## src/rtl/jk_bank_sequencer_pkg.sv

```systemverilog
// Shared constants, opcodes, FSM states and the J/K drive payload
// for the JK flip-flop bank sequencer.
package jk_bank_sequencer_pkg;

    localparam int unsigned BANK_W = 4;
    localparam int unsigned OP_W   = 3;

    localparam logic [OP_W-1:0] OP_HOLD   = OP_W'(0);
    localparam logic [OP_W-1:0] OP_LOAD   = OP_W'(1);
    localparam logic [OP_W-1:0] OP_CLEAR  = OP_W'(2);
    localparam logic [OP_W-1:0] OP_SET    = OP_W'(3);
    localparam logic [OP_W-1:0] OP_TOGGLE = OP_W'(4);
    localparam logic [OP_W-1:0] OP_INC    = OP_W'(5);
    localparam logic [OP_W-1:0] OP_DEC    = OP_W'(6);
    localparam logic [OP_W-1:0] OP_SHL    = OP_W'(7);

    localparam logic [BANK_W-1:0] ALL_ONES = '1;

    typedef enum logic [1:0] {
        ST_IDLE   = 2'd0,
        ST_APPLY  = 2'd1,
        ST_VERIFY = 2'd2
    } state_t;

    typedef struct packed {
        logic [BANK_W-1:0] j;
        logic [BANK_W-1:0] k;
        logic [BANK_W-1:0] want;
    } drive_t;

    // Bit i toggles when every lower bit of 'bits' is set (ripple-carry mask).
    function automatic logic [BANK_W-1:0] carry_mask(input logic [BANK_W-1:0] bits);
        logic [BANK_W-1:0] t;
        t[0] = 1'b1;
        for (int unsigned i = 1; i < BANK_W; i++) begin
            t[i] = t[i-1] & bits[i-1];
        end
        return t;
    endfunction

endpackage

```

## src/rtl/jk_drive_calc.sv

```systemverilog
// Combinational translation of an opcode plus current bank Q into J/K
// vectors and the Q value expected after one bank tick.
module jk_drive_calc
    import jk_bank_sequencer_pkg::*;
(
    input  logic [OP_W-1:0]   op,
    input  logic [BANK_W-1:0] din,
    input  logic              sin,
    input  logic [BANK_W-1:0] q,
    output drive_t            drive_c
);

    logic [BANK_W-1:0] inc_mask;
    logic [BANK_W-1:0] dec_mask;
    logic [BANK_W-1:0] shl_tgt;

    assign inc_mask = carry_mask(q);
    assign dec_mask = carry_mask(~q);
    assign shl_tgt  = {q[BANK_W-2:0], sin};

    always_comb begin
        drive_c = '0;
        case (op)
            OP_LOAD: begin
                drive_c.j    = din;
                drive_c.k    = ~din;
                drive_c.want = din;
            end
            OP_CLEAR: begin
                drive_c.k    = ALL_ONES;
                drive_c.want = '0;
            end
            OP_SET: begin
                drive_c.j    = ALL_ONES;
                drive_c.want = ALL_ONES;
            end
            OP_TOGGLE: begin
                drive_c.j    = ALL_ONES;
                drive_c.k    = ALL_ONES;
                drive_c.want = ~q;
            end
            OP_INC: begin
                drive_c.j    = inc_mask;
                drive_c.k    = inc_mask;
                drive_c.want = q + BANK_W'(1);
            end
            OP_DEC: begin
                drive_c.j    = dec_mask;
                drive_c.k    = dec_mask;
                drive_c.want = q - BANK_W'(1);
            end
            OP_SHL: begin
                drive_c.j    = shl_tgt;
                drive_c.k    = ~shl_tgt;
                drive_c.want = shl_tgt;
            end
            default: begin
                drive_c.want = q;
            end
        endcase
    end

endmodule

```

## src/rtl/jk_bank_sequencer.sv

```systemverilog
// Sequences one JK-bank operation per request: drive J/K, issue a single
// slot-aligned TICK, then verify the bank's Q and report DONE/ERR.
module jk_bank_sequencer
    import jk_bank_sequencer_pkg::*;
#(
    parameter int unsigned TICK_DIV = 200000,
    parameter int unsigned SETTLE   = 2
) (
    input  logic              CLK,
    input  logic              RST,
    input  logic              REQ,
    input  logic [OP_W-1:0]   OP,
    input  logic [BANK_W-1:0] DIN,
    input  logic              SIN,
    input  logic [BANK_W-1:0] Q_FB,
    output logic [BANK_W-1:0] J,
    output logic [BANK_W-1:0] K,
    output logic              TICK,
    output logic              BUSY,
    output logic              DONE,
    output logic              ERR
);

    localparam int unsigned DIV_W = (TICK_DIV > 1) ? $clog2(TICK_DIV) : 1;
    localparam int unsigned SET_W = (SETTLE > 1) ? $clog2(SETTLE) : 1;
    localparam logic [DIV_W-1:0] DIV_LAST = DIV_W'(TICK_DIV - 1);
    localparam logic [SET_W-1:0] SET_LAST = SET_W'(SETTLE - 1);

    state_t            state_q;
    state_t            state_d;
    logic [DIV_W-1:0]  div_q;
    logic [DIV_W-1:0]  div_d;
    logic [SET_W-1:0]  settle_q;
    logic [SET_W-1:0]  settle_d;
    logic [BANK_W-1:0] want_q;
    logic [BANK_W-1:0] want_d;
    logic [BANK_W-1:0] j_d;
    logic [BANK_W-1:0] k_d;
    logic              tick_d;
    logic              busy_d;
    logic              done_d;
    logic              err_d;
    logic              slot_next;
    drive_t            calc;

    jk_drive_calc u_calc (
        .op      (OP),
        .din     (DIN),
        .sin     (SIN),
        .q       (Q_FB),
        .drive_c (calc)
    );

    // Free-running slot divider; TICK is registered, so look one count ahead.
    assign div_d     = (div_q == DIV_LAST) ? '0 : div_q + 1'b1;
    assign slot_next = (div_d == DIV_LAST);

    always_comb begin
        state_d  = state_q;
        settle_d = settle_q;
        want_d   = want_q;
        j_d      = J;
        k_d      = K;
        tick_d   = 1'b0;
        busy_d   = BUSY;
        done_d   = 1'b0;
        err_d    = ERR;
        case (state_q)
            ST_IDLE: begin
                j_d = '0;
                k_d = '0;
                if (REQ) begin
                    state_d = ST_APPLY;
                    j_d     = calc.j;
                    k_d     = calc.k;
                    want_d  = calc.want;
                    busy_d  = 1'b1;
                    err_d   = 1'b0;
                    tick_d  = slot_next;
                end
            end
            ST_APPLY: begin
                if (TICK) begin
                    state_d  = ST_VERIFY;
                    j_d      = '0;
                    k_d      = '0;
                    settle_d = '0;
                end else begin
                    tick_d = slot_next;
                end
            end
            ST_VERIFY: begin
                if (settle_q == SET_LAST) begin
                    state_d = ST_IDLE;
                    busy_d  = 1'b0;
                    done_d  = 1'b1;
                    if (Q_FB != want_q) begin
                        err_d = 1'b1;
                    end
                end else begin
                    settle_d = settle_q + 1'b1;
                end
            end
            default: begin
                state_d = ST_IDLE;
                j_d     = '0;
                k_d     = '0;
                busy_d  = 1'b0;
            end
        endcase
    end

    always_ff @(posedge CLK) begin
        if (RST) begin
            state_q  <= ST_IDLE;
            div_q    <= '0;
            settle_q <= '0;
            want_q   <= '0;
            J        <= '0;
            K        <= '0;
            TICK     <= 1'b0;
            BUSY     <= 1'b0;
            DONE     <= 1'b0;
            ERR      <= 1'b0;
        end else begin
            state_q  <= state_d;
            div_q    <= div_d;
            settle_q <= settle_d;
            want_q   <= want_d;
            J        <= j_d;
            K        <= k_d;
            TICK     <= tick_d;
            BUSY     <= busy_d;
            DONE     <= done_d;
            ERR      <= err_d;
        end
    end

endmodule

```

## config.mk

```make
export PLATFORM = sky130hd
export DESIGN_NAME = jk_bank_sequencer
export DESIGN_NICKNAME = d
export VERILOG_FILES = /design/src/rtl/jk_bank_sequencer_pkg.sv /design/src/rtl/jk_drive_calc.sv /design/src/rtl/jk_bank_sequencer.sv
export SDC_FILE = /design/constraint.sdc
export NUM_CORES = 1
export LEC_CHECK = 0
export BUFFER_PORTS_ARGS = -buffer_cell sky130_fd_sc_hd__clkbuf_2
export CORE_AREA = 4 4 80 82
export DETAILED_ROUTE_END_ITERATION = 10
export DIE_AREA = 0 0 84 86
export PLACE_DENSITY = 0.66
export SETUP_SLACK_MARGIN = 0.05
export SYNTH_ARGS = -nofsm -noshare
export SYNTH_HDL_FRONTEND = slang
export SYNTH_SLANG_ARGS = --single-unit
```

## constraint.sdc

```tcl
create_clock -name CLK -period 1.9 [get_ports CLK]
set_input_delay 0.095 -clock CLK [delete_from_list [all_inputs] [get_ports CLK]]
set_output_delay 0.095 -clock CLK [all_outputs]
set_load 0.005 [all_outputs]
```

==> results summary <==
Net switching is 25.9% of the power. Once detailed placement completed, the half-perimeter wirelength came to 3.76 mm. Across the run, the number of max-cap violations was 0. The number of antenna violations at the first check in global routing came out at 0. The internal power came out at 1.33 mW. The chip width is 84 um. The antenna diode count is 0. The most frequent standard cell in the layout excluding fill and tap cells is nor2_1.

Setup violations remaining at the end of the flow were counted as 0. The maximum buffer depth of the clock tree came out at 2. The chip height is 86 um. Hold repair after CTS inserted 0 buffers. Among all flip-flop cells after synthesis, the most frequent one is dfxtp_1. The net count of the mapped netlist is 302. Hold timing on the final database bottoms out at a slack of 0.0250 ns. The number of design rule violations left after detail routing came out at 0. The number of cell rows is 28. TritonCTS built the clock tree. The routed layout has 2056 vias. The classification of the worst-slack hold path is in2reg. The number of buffers added by the clock tree synthesis step came out at 5. The share of the cycle needed by the critical path after routing came out at 87.3%.

The routed via count divided by cell count is 5.38. The highest attainable clock frequency came out at 603 MHz. The relative contribution of the clock network to total power came out at 40.1%. The leakage dissipation is 0.936 nW. Counting flops with a built-in enable in the synthesized netlist gives 0.

The worst setup path is of the reg2reg kind. The combined area of all synthesized cells came out at 0.00223 mm^2. The areal power density over the cells is 697 mW/mm^2. The root buffer cell chosen for the clock tree is clkbuf_8. Global routing used 15.1% of the available tracks.

In the layout the commonest cells are nor2_1, dfxtp_1, clkbuf_2. The share of total power in sequential cells came out at 45.5%. Setup repair after global routing left no endpoint under its margin. The arrival time reported for the critical path endpoint is 1.88 ns.

Buffers placed on the I/O ports in this run total 26. The number of detailed-routing iterations run before antenna repair came out at 4. The total core area is 0.00575 mm^2. The final critical-path required period is 1.66 ns. Broken down by cell family, the worst path's largest delay share belongs to simple AND/OR/NAND/NOR gates. The flow ran to the end, and the final reports show no timing, DRC or antenna violations. The maximum number of pins on one net before global-route repair came out at 28. The largest single stage delay on the critical path is 0.48 ns. The number of buffers inserted by post-CTS setup repair came out at 0.

Together, buffers and inverters on the worst path number 0. Of all flip-flops after synthesis, the portion carrying an async set or reset was 0%. The share of final-layout standard cells stronger than drive strength 1 came out at 19.9%.

The worst setup path is launched from a flip-flop. The measured slew at the worst slew-check pin came out at 0.418 ns. The top fanout value on the critical path is 6. The clock latency of the later-clocked register in the worst-skew pair came out at 0.30 ns. The slowest library cell on the worst path is dfxtp_1. The antenna violation net count after detailed routing is 0.

The reported net switching power is 0.466 mW. The final weighted congestion of routability-driven global placement is 0.815. The count of different cell masters after synthesis came out at 53.

The max-slew violation count is 0. The final hold violation count is 0. The boundary pin count is 27. For the worst setup path, the data required time is 2.12 ns.

The floorplan step defined a die boundary enclosing 0.00722 mm^2. In this run, synthesis produced a sequential element count of 37. The number of global-route vias before repair is 1848. The final worst clock skew came out at 0.0125 ns. Across the VDD grid, the largest voltage drop is 0.302 mV. Counting the fill cells in the layout gives 607.

The number of sinks on the clock net came out at 37. The number of nets at the end of the flow is 325. In the final routed layout, each cell accounts on average for 13.7 um. Each instance of the synthesized netlist takes up on average 7.89 um^2. The number of design-rule violations left by the first detailed-router iteration came out at 157. Walking the worst path, the cells encountered are nand4_4 > nor4_1 > xnor2_1 > nand2b_1 > nor4_2. The total wire length after detailed routing came out at 5.22 mm. From synthesis to final layout, the design area changed by 15.6%.

The remaining global-route overflow came out at 0. The post-synthesis sequential area ratio came out at 33.2%. The sum of negative setup slack came out at 0 ns. The share of total power in combinational logic is 14.3%.

The Yosys step of the flow raised 0 warnings. The initial core utilization came out at 38.9%. The worst slew slack as a fraction of its limit came out at 72.0%. The H-tree was split into 2 levels. The first-pass GRT wire length came out at 8.87 mm. In the synthesized netlist, the number of instances is 283. The clock transition at the registers of the reported paths came out at 0.08 ns.

STA classifies the critical path endpoint as a flip-flop.
## power groups by stage
| stage | registers (mW) | clock network (mW) | logic, mW |
|---|---|---|---|
| 2_1_floorplan | 0.833 | 0 | 0.181 |
| 3_3_place_gp | 0.835 | 0 | 0.255 |
| 3_5_place_dp | 0.835 | 0 | 0.258 |
| 4_1_cts | 0.817 | 0.739 | 0.259 |
| 5_1_grt | 0.823 | 0.773 | 0.292 |
| 6_report | 0.820 | 0.722 | 0.258 |
## worst paths after layout
path / slack, ns / from / end / cells after the start
min reg2reg: 0.47 / K[3] / K[3] / 2
max: 0.24 / div_q[2] / TICK / 5
min: 0.02 / RST / state_q[0] / 2
max reg2reg: 0.24 / div_q[2] / TICK / 5
## synthesized netlist by cell type (all sizes together), types with 2 or more instances
cell     count  area share (%)
a2111oi      2             1.6
dfxtp       37              33
o221ai       2            0.78
a211oi       6             2.0
a22oi        3             1.0
ha           3             1.7
nor2b        5             1.4
nor3        13             3.6
nand2b       4             1.1
o22ai        2            0.56
nand4        5             1.7
and2         2            0.56
o21ai       16             3.6
nand3       13             3.7
nor2        42             7.1
xnor2       12             4.7
buf         12             2.8
a31oi        4             1.1
xor2        10             3.9
nor4         7             3.2
a32oi        2            0.78
a21oi       21             4.7
nand2       23             3.9
clkbuf       7             1.2
inv         10             1.7
## state kept, by name, summed over array words and instances, names as in the netlist
register	flops
settle_q	1
K	4
state_q	2
TICK	1
DONE	1
div_q	18
J	4
ERR	1
BUSY	1
want_q	4
## metal layers
metal	share of wire, %	vias up	GRT usage (%)
li1	-	1044	-
met1	45	965	19.0
met2	50	42	25.2
met3	4.7	5	4.13
met4	1.1	0	4.39
met5	0	-	0
## layout make-up
cell class              instances  area (um^2)  share of cell area, %
clock buffers                   7         86.3                   3.34
clock inverters                 1         30.0                   1.16
inverters                      10         37.5                   1.45
multi-input cells             217         1400                   54.0
flip-flops and latches         37          741                   28.7
well taps                      75         93.8                   3.64
repair buffers                 35          198                   7.66
## logic make-up after synthesis
group           Yosys count  synth area share [%]
simple gates            121                  29.0
compound gates           68                  20.1
flops                    37                  33.2
buf+inv                  29                  5.66
xor+xnor                 22                  8.63
fa+ha+maj                 4                  2.58
mux                       2                 0.952
## stage by stage
stage | total power, mW | std cells | area, um^2 | setup slack, ns | util, %
floorplan | 1.01 | 283 | 2240 | 0.0503 | -
global placement | 1.09 | 374 | 2440 | 0.187 | 42.5
detailed placement | 1.09 | 374 | 2440 | 0.114 | 42.5
CTS | 1.82 | 382 | 2560 | 0.205 | 44.5
global route | 1.89 | 382 | 2580 | 0.0607 | 44.9
finish | 1.80 | 382 | 2580 | 0.241 | 44.9
## worst register-to-register path, delay by kind of cell (launching register included)
family,cells,cell delay [ns]
xor+xnor,1,0.20
flops,1,0.48
simple gates,4,0.91
## what timing repair did
item                                   4_1_cts  5_1_grt
gates resized for setup                      0        4
setup endpoints to repair                    0        1
endpoints found under the hold margin        0        0
No activity file was read; power rests on OpenSTA's default activity.
